**src/rtl/echo_pkg.sv**
```systemverilog
// echo_pkg: shared types and constants for the echo mixer.
//   DEF_DATA_WIDTH / DEF_GAIN_WIDTH : default sample and gain widths
//   sample_t                        : signed audio sample
//   state_t                         : mixer FSM states
//   SAT_MAX / SAT_MIN               : saturation bounds of a sample
package echo_pkg;

   localparam int unsigned DEF_DATA_WIDTH = 16;
   localparam int unsigned DEF_GAIN_WIDTH = 8;

   typedef logic signed [DEF_DATA_WIDTH-1:0] sample_t;

   typedef enum logic [1:0] {
      IDLE,
      CAPTURE,
      MIX,
      OUT
   } state_t;

   localparam sample_t SAT_MAX = 16'h7FFF;
   localparam sample_t SAT_MIN = 16'h8000;

endpackage

```
**src/rtl/echo_delay_line.sv**
```systemverilog
// echo_delay_line: 2^DELAY_AW x DATA_WIDTH circular sample store.
//   i_clk, i_rst : clock, asynchronous active-high reset
//   i_we         : write i_wdata at the write pointer and advance it
//   i_wdata      : sample to store
//   i_rd_addr    : combinational read address
//   o_rd_data    : sample at i_rd_addr
//   o_wptr       : current write pointer
//   o_filled     : set once the pointer has wrapped; sticky until reset
// The storage array itself is not reset.
module echo_delay_line #(
   parameter int unsigned DATA_WIDTH = 16,
   parameter int unsigned DELAY_AW   = 4
) (
   input  logic                  i_clk,
   input  logic                  i_rst,
   input  logic                  i_we,
   input  logic [DATA_WIDTH-1:0] i_wdata,
   input  logic [DELAY_AW-1:0]   i_rd_addr,
   output logic [DATA_WIDTH-1:0] o_rd_data,
   output logic [DELAY_AW-1:0]   o_wptr,
   output logic                  o_filled
);

   localparam int unsigned DEPTH = 1 << DELAY_AW;

   logic [DATA_WIDTH-1:0] r_mem [DEPTH];
   logic [DELAY_AW-1:0]   r_wptr;
   logic                  r_filled;

   always_ff @(posedge i_clk) begin
      if (i_we) begin
         r_mem[r_wptr] <= i_wdata;
      end
   end

   always_ff @(posedge i_clk or posedge i_rst) begin
      if (i_rst) begin
         r_wptr   <= '0;
         r_filled <= 1'b0;
      end else if (i_we) begin
         r_wptr <= r_wptr + 1'b1;
         // Wrapping from the last slot means every slot now holds a real sample
         if (r_wptr == {DELAY_AW{1'b1}}) begin
            r_filled <= 1'b1;
         end
      end
   end

   assign o_rd_data = r_mem[i_rd_addr];
   assign o_wptr    = r_wptr;
   assign o_filled  = r_filled;

endmodule

```
**src/rtl/echo_mixer.sv**
```systemverilog
// echo_mixer: pops samples from the upstream FIFO and mixes each with a
// gain-scaled copy of the sample 2^DELAY_AW samples earlier, saturating the sum.
//   clk, rst      : clock, asynchronous active-high reset
//   fifo_rd_data  : FIFO data, valid the cycle after a pop
//   fifo_rd_en    : pop request (combinational, IDLE only)
//   fifo_empty    : FIFO empty flag
//   gain          : unsigned Q0.GAIN_WIDTH echo gain, sampled in MIX
//   bypass        : pass the dry sample through, sampled in MIX
//   out_data      : mixed sample, held until accepted
//   out_valid     : out_data valid
//   out_ready     : downstream accept
//   sat_pulse     : one-cycle flag, alongside the first cycle of a clamped output
// Build option: define ECHO_FEEDBACK_EN to store the wet mix result in the
// delay line (recirculating echo); otherwise the dry sample is stored.
module echo_mixer
   import echo_pkg::*;
#(
   parameter int unsigned DATA_WIDTH = DEF_DATA_WIDTH,
   parameter int unsigned DELAY_AW   = 4,
   parameter int unsigned GAIN_WIDTH = DEF_GAIN_WIDTH
) (
   input  logic                  clk,
   input  logic                  rst,
   input  logic [DATA_WIDTH-1:0] fifo_rd_data,
   output logic                  fifo_rd_en,
   input  logic                  fifo_empty,
   input  logic [GAIN_WIDTH-1:0] gain,
   input  logic                  bypass,
   output logic [DATA_WIDTH-1:0] out_data,
   output logic                  out_valid,
   input  logic                  out_ready,
   output logic                  sat_pulse
);

   localparam int unsigned PW = DATA_WIDTH + GAIN_WIDTH + 1;
   localparam logic signed [PW-1:0] LIM_MAX = PW'(SAT_MAX);
   localparam logic signed [PW-1:0] LIM_MIN = PW'(SAT_MIN);

   state_t r_state;
   state_t w_state_next;

   logic signed [DATA_WIDTH-1:0] r_x;
   logic signed [DATA_WIDTH-1:0] r_d;
   logic [DATA_WIDTH-1:0]        r_out_data;
   logic                         r_out_valid;
   logic                         r_sat;

   logic [DELAY_AW-1:0]   w_wptr;
   logic                  w_filled;
   logic [DATA_WIDTH-1:0] w_rd_data;
   logic [DATA_WIDTH-1:0] w_wdata;
   logic                  w_we;

   logic signed [PW-1:0]  w_p;
   logic signed [PW-1:0]  w_e;
   logic signed [PW-1:0]  w_s;
   logic                  w_hi;
   logic                  w_lo;
   logic [DATA_WIDTH-1:0] w_y;

   // Gated by rst so no pop is requested while held in reset
   assign fifo_rd_en = (r_state == IDLE) && !fifo_empty && !rst;
   assign w_we       = (r_state == MIX);

   always_comb begin
      w_state_next = r_state;
      case (r_state)
         IDLE:    if (fifo_rd_en) w_state_next = CAPTURE;
         CAPTURE: w_state_next = MIX;
         MIX:     w_state_next = OUT;
         OUT:     if (out_ready) w_state_next = IDLE;
         default: w_state_next = IDLE;
      endcase
   end

   // Echo term: delayed sample times gain, floored back to sample scale.
   // The full product width keeps the sum exact, so clamping is a plain compare.
   always_comb begin
      w_p  = $signed({{(GAIN_WIDTH+1){r_d[DATA_WIDTH-1]}}, r_d})
           * $signed({{(DATA_WIDTH+1){1'b0}}, gain});
      w_e  = w_p >>> GAIN_WIDTH;
      w_s  = $signed({{(GAIN_WIDTH+1){r_x[DATA_WIDTH-1]}}, r_x}) + w_e;
      w_hi = (w_s > LIM_MAX);
      w_lo = (w_s < LIM_MIN);
      w_y  = w_s[DATA_WIDTH-1:0];
      if (w_hi) begin
         w_y = SAT_MAX;
      end else if (w_lo) begin
         w_y = SAT_MIN;
      end
   end

`ifdef ECHO_FEEDBACK_EN
   assign w_wdata = w_y;
`else
   assign w_wdata = r_x;
`endif

   echo_delay_line #(
      .DATA_WIDTH (DATA_WIDTH),
      .DELAY_AW   (DELAY_AW)
   ) u_delay (
      .i_clk     (clk),
      .i_rst     (rst),
      .i_we      (w_we),
      .i_wdata   (w_wdata),
      .i_rd_addr (w_wptr),
      .o_rd_data (w_rd_data),
      .o_wptr    (w_wptr),
      .o_filled  (w_filled)
   );

   always_ff @(posedge clk or posedge rst) begin
      if (rst) begin
         r_state     <= IDLE;
         r_x         <= '0;
         r_d         <= '0;
         r_out_data  <= '0;
         r_out_valid <= 1'b0;
         r_sat       <= 1'b0;
      end else begin
         r_state <= w_state_next;
         r_sat   <= 1'b0;
         case (r_state)
            CAPTURE: begin
               r_x <= fifo_rd_data;
               // Slots not yet written since reset contribute silence
               r_d <= w_filled ? w_rd_data : '0;
            end
            MIX: begin
               r_out_data  <= bypass ? r_x : w_y;
               r_sat       <= !bypass && (w_hi || w_lo);
               r_out_valid <= 1'b1;
            end
            OUT: begin
               if (out_ready) begin
                  r_out_valid <= 1'b0;
               end
            end
            default: ;
         endcase
      end
   end

   assign out_data  = r_out_data;
   assign out_valid = r_out_valid;
   assign sat_pulse = r_sat;

endmodule

```
**config.mk**
```make
export PLATFORM = sky130hd
export DESIGN_NAME = echo_mixer
export DESIGN_NICKNAME = d
export VERILOG_FILES = /design/src/rtl/echo_pkg.sv /design/src/rtl/echo_delay_line.sv /design/src/rtl/echo_mixer.sv
export SDC_FILE = /design/constraint.sdc
export NUM_CORES = 1
export LEC_CHECK = 0
export CAP_MARGIN = 40
export CORE_MARGIN = 5
export CORE_UTILIZATION = 63
export DETAILED_ROUTE_END_ITERATION = 10
export PLACE_DENSITY = 0.86
export SKIP_CTS_REPAIR_TIMING = 1
export SYNTH_ARGS = -nofsm -noshare
export SYNTH_HDL_FRONTEND = slang
export SYNTH_HIERARCHICAL = 1
export SYNTH_SLANG_ARGS = --single-unit
```
**constraint.sdc**
```tcl
create_clock -name clk -period 7.5 [get_ports clk]
set_clock_uncertainty 0.2 [all_clocks]
set_input_delay 1.875 -clock clk [delete_from_list [all_inputs] [get_ports clk]]
set_output_delay 1.875 -clock clk [all_outputs]
set_load 0.02 [all_outputs]
```
==> Flow_metrics.wiki <==
{| class="wikitable"
! Metric !! Value
|-
| Number of vias in the routed layout || 11685
|-
| Flops & latches, synth || 313
|-
| Status || complete, but fails checks
|-
| IO Port Bufs || 47
|-
| Per-cell routed wire length || 25.7 um
|-
| Critical path type || in2reg
|-
| Clock tree from TritonCTS || done
|-
| Slowest cell on the critical path || sky130_fd_sc_hd__fa_1
|-
| Largest area contributor in the synthesized netlist || sky130_fd_sc_hd__edfxtp_1
|-
| Fraction of layout cells with a size suffix above 1 || 0.237
|-
| Crit path required time || 7.75 ns
|-
| Highest clock frequency the design can meet || 128 MHz
|-
| CTS H-Tree Depth || 1
|-
| Clock sink count || 313
|-
| Post-synth EDFFs || 256
|-
| Max transition margin || 0.418
|-
| Remaining design rule violation count || 0
|-
| Area inside the core boundary || 27600 um2
|-
| Total Wirelength || 47400 um
|-
| Maxcap violations || 0
|-
| Clock tree root driver cell || sky130_fd_sc_hd__clkbuf_16
|-
| Via count of the first global-routing pass || 12150
|-
| Top cell by count, worst path || sky130_fd_sc_hd__buf_4
|-
| Total congestion overflow || 0
|-
| Count of cell types in the netlist || 61
|-
| Filler Cells Inserted || 1512
|-
| Netlist area before placement || 17500 um2
|-
| Initial drt markers || 1581
|-
| Clock-pin slew on the worst setup and hold paths || 0.07 ns
|-
| Ratio of final minimum period to clock period || 1.04
|-
| Final-stage net count || 1645
|-
| Global-route wire length before repair || 71500 um
|-
| Multi-input combinational cell area || 7750 um2
|-
| Worst setup slack after layout || -0.301 ns
|-
| Overall fraction of global-route tracks in use || 0.305
|-
| Area added between synthesis and finish || 19.1%
|-
| Crit path arrival time || 8.05 ns
|-
| Ports || 48
|-
| Chip height || 176 um
|-
| Clock network latency to the later pin of the worst-skew pair || 0.57 ns
|-
| Slew at the pin closest to its max-slew limit || 0.873 ns
|-
| Buffers from clock root to sink, at most || 3
|-
| Shortest clock period the worst path allows after layout || 7.80 ns
|-
| DIE WIDTH || 176 um
|-
| Fraction of synthesized cell area taken by the top area cell type || 0.440
|-
| Std-Cell Rows || 61
|-
| Synthesized net count || 1470
|-
| Synthesis Warnings || 6
|-
| Synth top cells by count || 256 x sky130_fd_sc_hd__edfxtp_1, 165 x sky130_fd_sc_hd__inv_1, 121 x sky130_fd_sc_hd__nand2_1
|-
| Hold Vio Cnt, Final || 0
|-
| Library cell with the highest instance count after synthesis || sky130_fd_sc_hd__edfxtp_1
|-
| Vias per std cell || 6.34
|-
| Crit path max fanout || 6
|-
| Initial core utilization || 0.634
|-
| Mean post-synth cell area || 13.8 um2
|-
| Setup violations, final || 16
|-
| Maximum number of pins on one net before global-route repair || 53
|-
| Placement Setup Slack || -1.22 ns
|-
| Sequential share of the synthesized area || 0.522
|-
| Antenna-violating nets left || 0
|-
| Area of the die || 31200 um2
|-
| Cts bufs inserted || 28
|-
| Initial antenna violation count || 0
|-
| Max-slew violation count || 0
|-
| First-pass detailed-route iteration total || 7
|-
| Total half-perimeter wirelength after legalization and detailed placement || 30100 um
|-
| Worst min-delay path class || reg2reg
|-
| Proportion of synthesized flip-flops having asynchronous set or reset || 0.182
|-
| CP startpoint kind || input port
|-
| Final Wtd Congestion || 0.908
|-
| RSZ-0062 raised after global routing || yes
|-
| Violations in the final reports || setup timing
|-
| Most used flip-flop cell after synthesis || sky130_fd_sc_hd__edfxtp_1
|-
| Register Area || 9120 um2
|-
| Number of instances in the synthesized netlist || 1267
|-
| Nature of the critical path endpoint || flop
|-
| Slowest stage delay, CP || 0.50 ns
|-
| Synth top area cells || sky130_fd_sc_hd__edfxtp_1 44%, sky130_fd_sc_hd__fa_1 12%, sky130_fd_sc_hd__dfrtp_1 8.2%
|}
[path summary, 6_finish.rpt]
| check | startpoint | end | slack [ns] | depth (start not counted) |
|---|---|---|---|---|
| max in group asynchronous | rst | r_d[9]$_DFFE_PP0N_ | 4.90 | 3 |
| worst min register to register | u_delay/o_filled$_DFFE_PP0P_ | u_delay/o_filled$_DFFE_PP0P_ | 0.28 | 1 |
| worst max-delay path | gain[2] | out_data[6]$_DFFE_PP0P_ | -0.30 | 30 |
| worst min-delay path | u_delay/o_filled$_DFFE_PP0P_ | u_delay/o_filled$_DFFE_PP0P_ | 0.28 | 1 |
| min in group asynchronous | rst | u_delay/o_wptr[3]$_DFFE_PP0P_ | 1.43 | 2 |
| worst max register to register | r_d[7]$_DFFE_PP0N_ | out_data[6]$_DFFE_PP0P_ | 0.53 | 28 |
[critical path: cells and delay by family]
| family | cells | cell delay [ns] |
|---|---|---|
| xor gates and xnor gates | 2 | 0.58 |
| AOI/OAI and AO/OA | 8 | 1.60 |
| and+or+nand+nor | 4 | 0.52 |
| buffers and inverters | 10 | 1.15 |
| adders and majority gates | 6 | 2.33 |
[layer usage]
| metal | wire, um | global-route usage | vias to the layer above |
|---|---|---|---|
| met5 | 0 | 0 | - |
| li1 | - | - | 4788 |
| met2 | 23800 | 0.517 | 812 |
| met3 | 4890 | 0.0510 | 167 |
| met1 | 16700 | 0.408 | 5918 |
| met4 | 1900 | 0.0986 | 0 |
[logic make-up after synthesis]
kind of cell | Yosys count | share of synthesized area
DFF | 313 | 0.522
and+or+nand+nor | 283 | 0.0817
buffers and inverters | 221 | 0.0512
adders and majority gates | 174 | 0.169
AOI/OAI and AO/OA | 161 | 0.0641
muxes | 81 | 0.0956
xor gates and xnor gates | 34 | 0.0171
[area by class of cell]
cell class | instances | share of cell area
clock inverter | 16 | 0.00812
clock buffer | 36 | 0.0351
inverter | 165 | 0.0298
tap | 378 | 0.0227
timing repair buffer | 201 | 0.0932
sequential | 313 | 0.438
multi-input combinational | 733 | 0.373
antenna | 1 | 0.000120
[state kept, by name, indices dropped and copies added, names as in the netlist]
name and flops:
r_x 16, r_d 16, u_delay/o_wptr 4, r_state 2
u_delay/r_mem 256, out_data 16, sat_pulse 1, out_valid 1
u_delay/o_filled 1
[per-stage QoR]
| step | instances | cell area (um2) | util | hold WS, ns | TNS [ns] |
|---|---|---|---|---|---|
| after detailed placement | 1770 | 19400 | 0.705 | 0.262 | -19.36 |
| final | 1843 | 20800 | 0.755 | 0.279 | -4.20 |
| after CTS | 1822 | 20300 | 0.738 | 0.278 | -13.72 |
| after floorplan | 1267 | 17600 | - | 0.231 | -3.63 |
| after global placement | 1752 | 19100 | 0.693 | 0.244 | -17.10 |
| after global routing | 1842 | 20800 | 0.755 | 0.290 | -7.27 |
[placed cells by master (no fill, tap or decap), types with 8 or more instances in the layout]
master                            count
sky130_fd_sc_hd__mux4_2              54
sky130_fd_sc_hd__clkbuf_1             8
sky130_fd_sc_hd__xnor2_1             26
sky130_fd_sc_hd__a21oi_1             14
sky130_fd_sc_hd__mux2_2              16
sky130_fd_sc_hd__clkbuf_16           29
sky130_fd_sc_hd__a21oi_2             18
sky130_fd_sc_hd__clkdlybuf4s50_1     39
sky130_fd_sc_hd__fa_1                99
sky130_fd_sc_hd__buf_4              121
sky130_fd_sc_hd__a21o_1              14
sky130_fd_sc_hd__o21ai_0             35
sky130_fd_sc_hd__ha_1                63
sky130_fd_sc_hd__nand2_1            113
sky130_fd_sc_hd__and2_1              75
sky130_fd_sc_hd__dfrtp_1             55
sky130_fd_sc_hd__nand3b_1            12
sky130_fd_sc_hd__mux4_1              10
sky130_fd_sc_hd__ha_4                 8
sky130_fd_sc_hd__edfxtp_1           256
sky130_fd_sc_hd__a22oi_1             32
sky130_fd_sc_hd__buf_6               13
sky130_fd_sc_hd__inv_1              160
sky130_fd_sc_hd__buf_8               12
sky130_fd_sc_hd__nor2_1              28
Power is not shown: default switching activity piles up to over one toggle a cycle in this logic, so the estimate is an artifact.
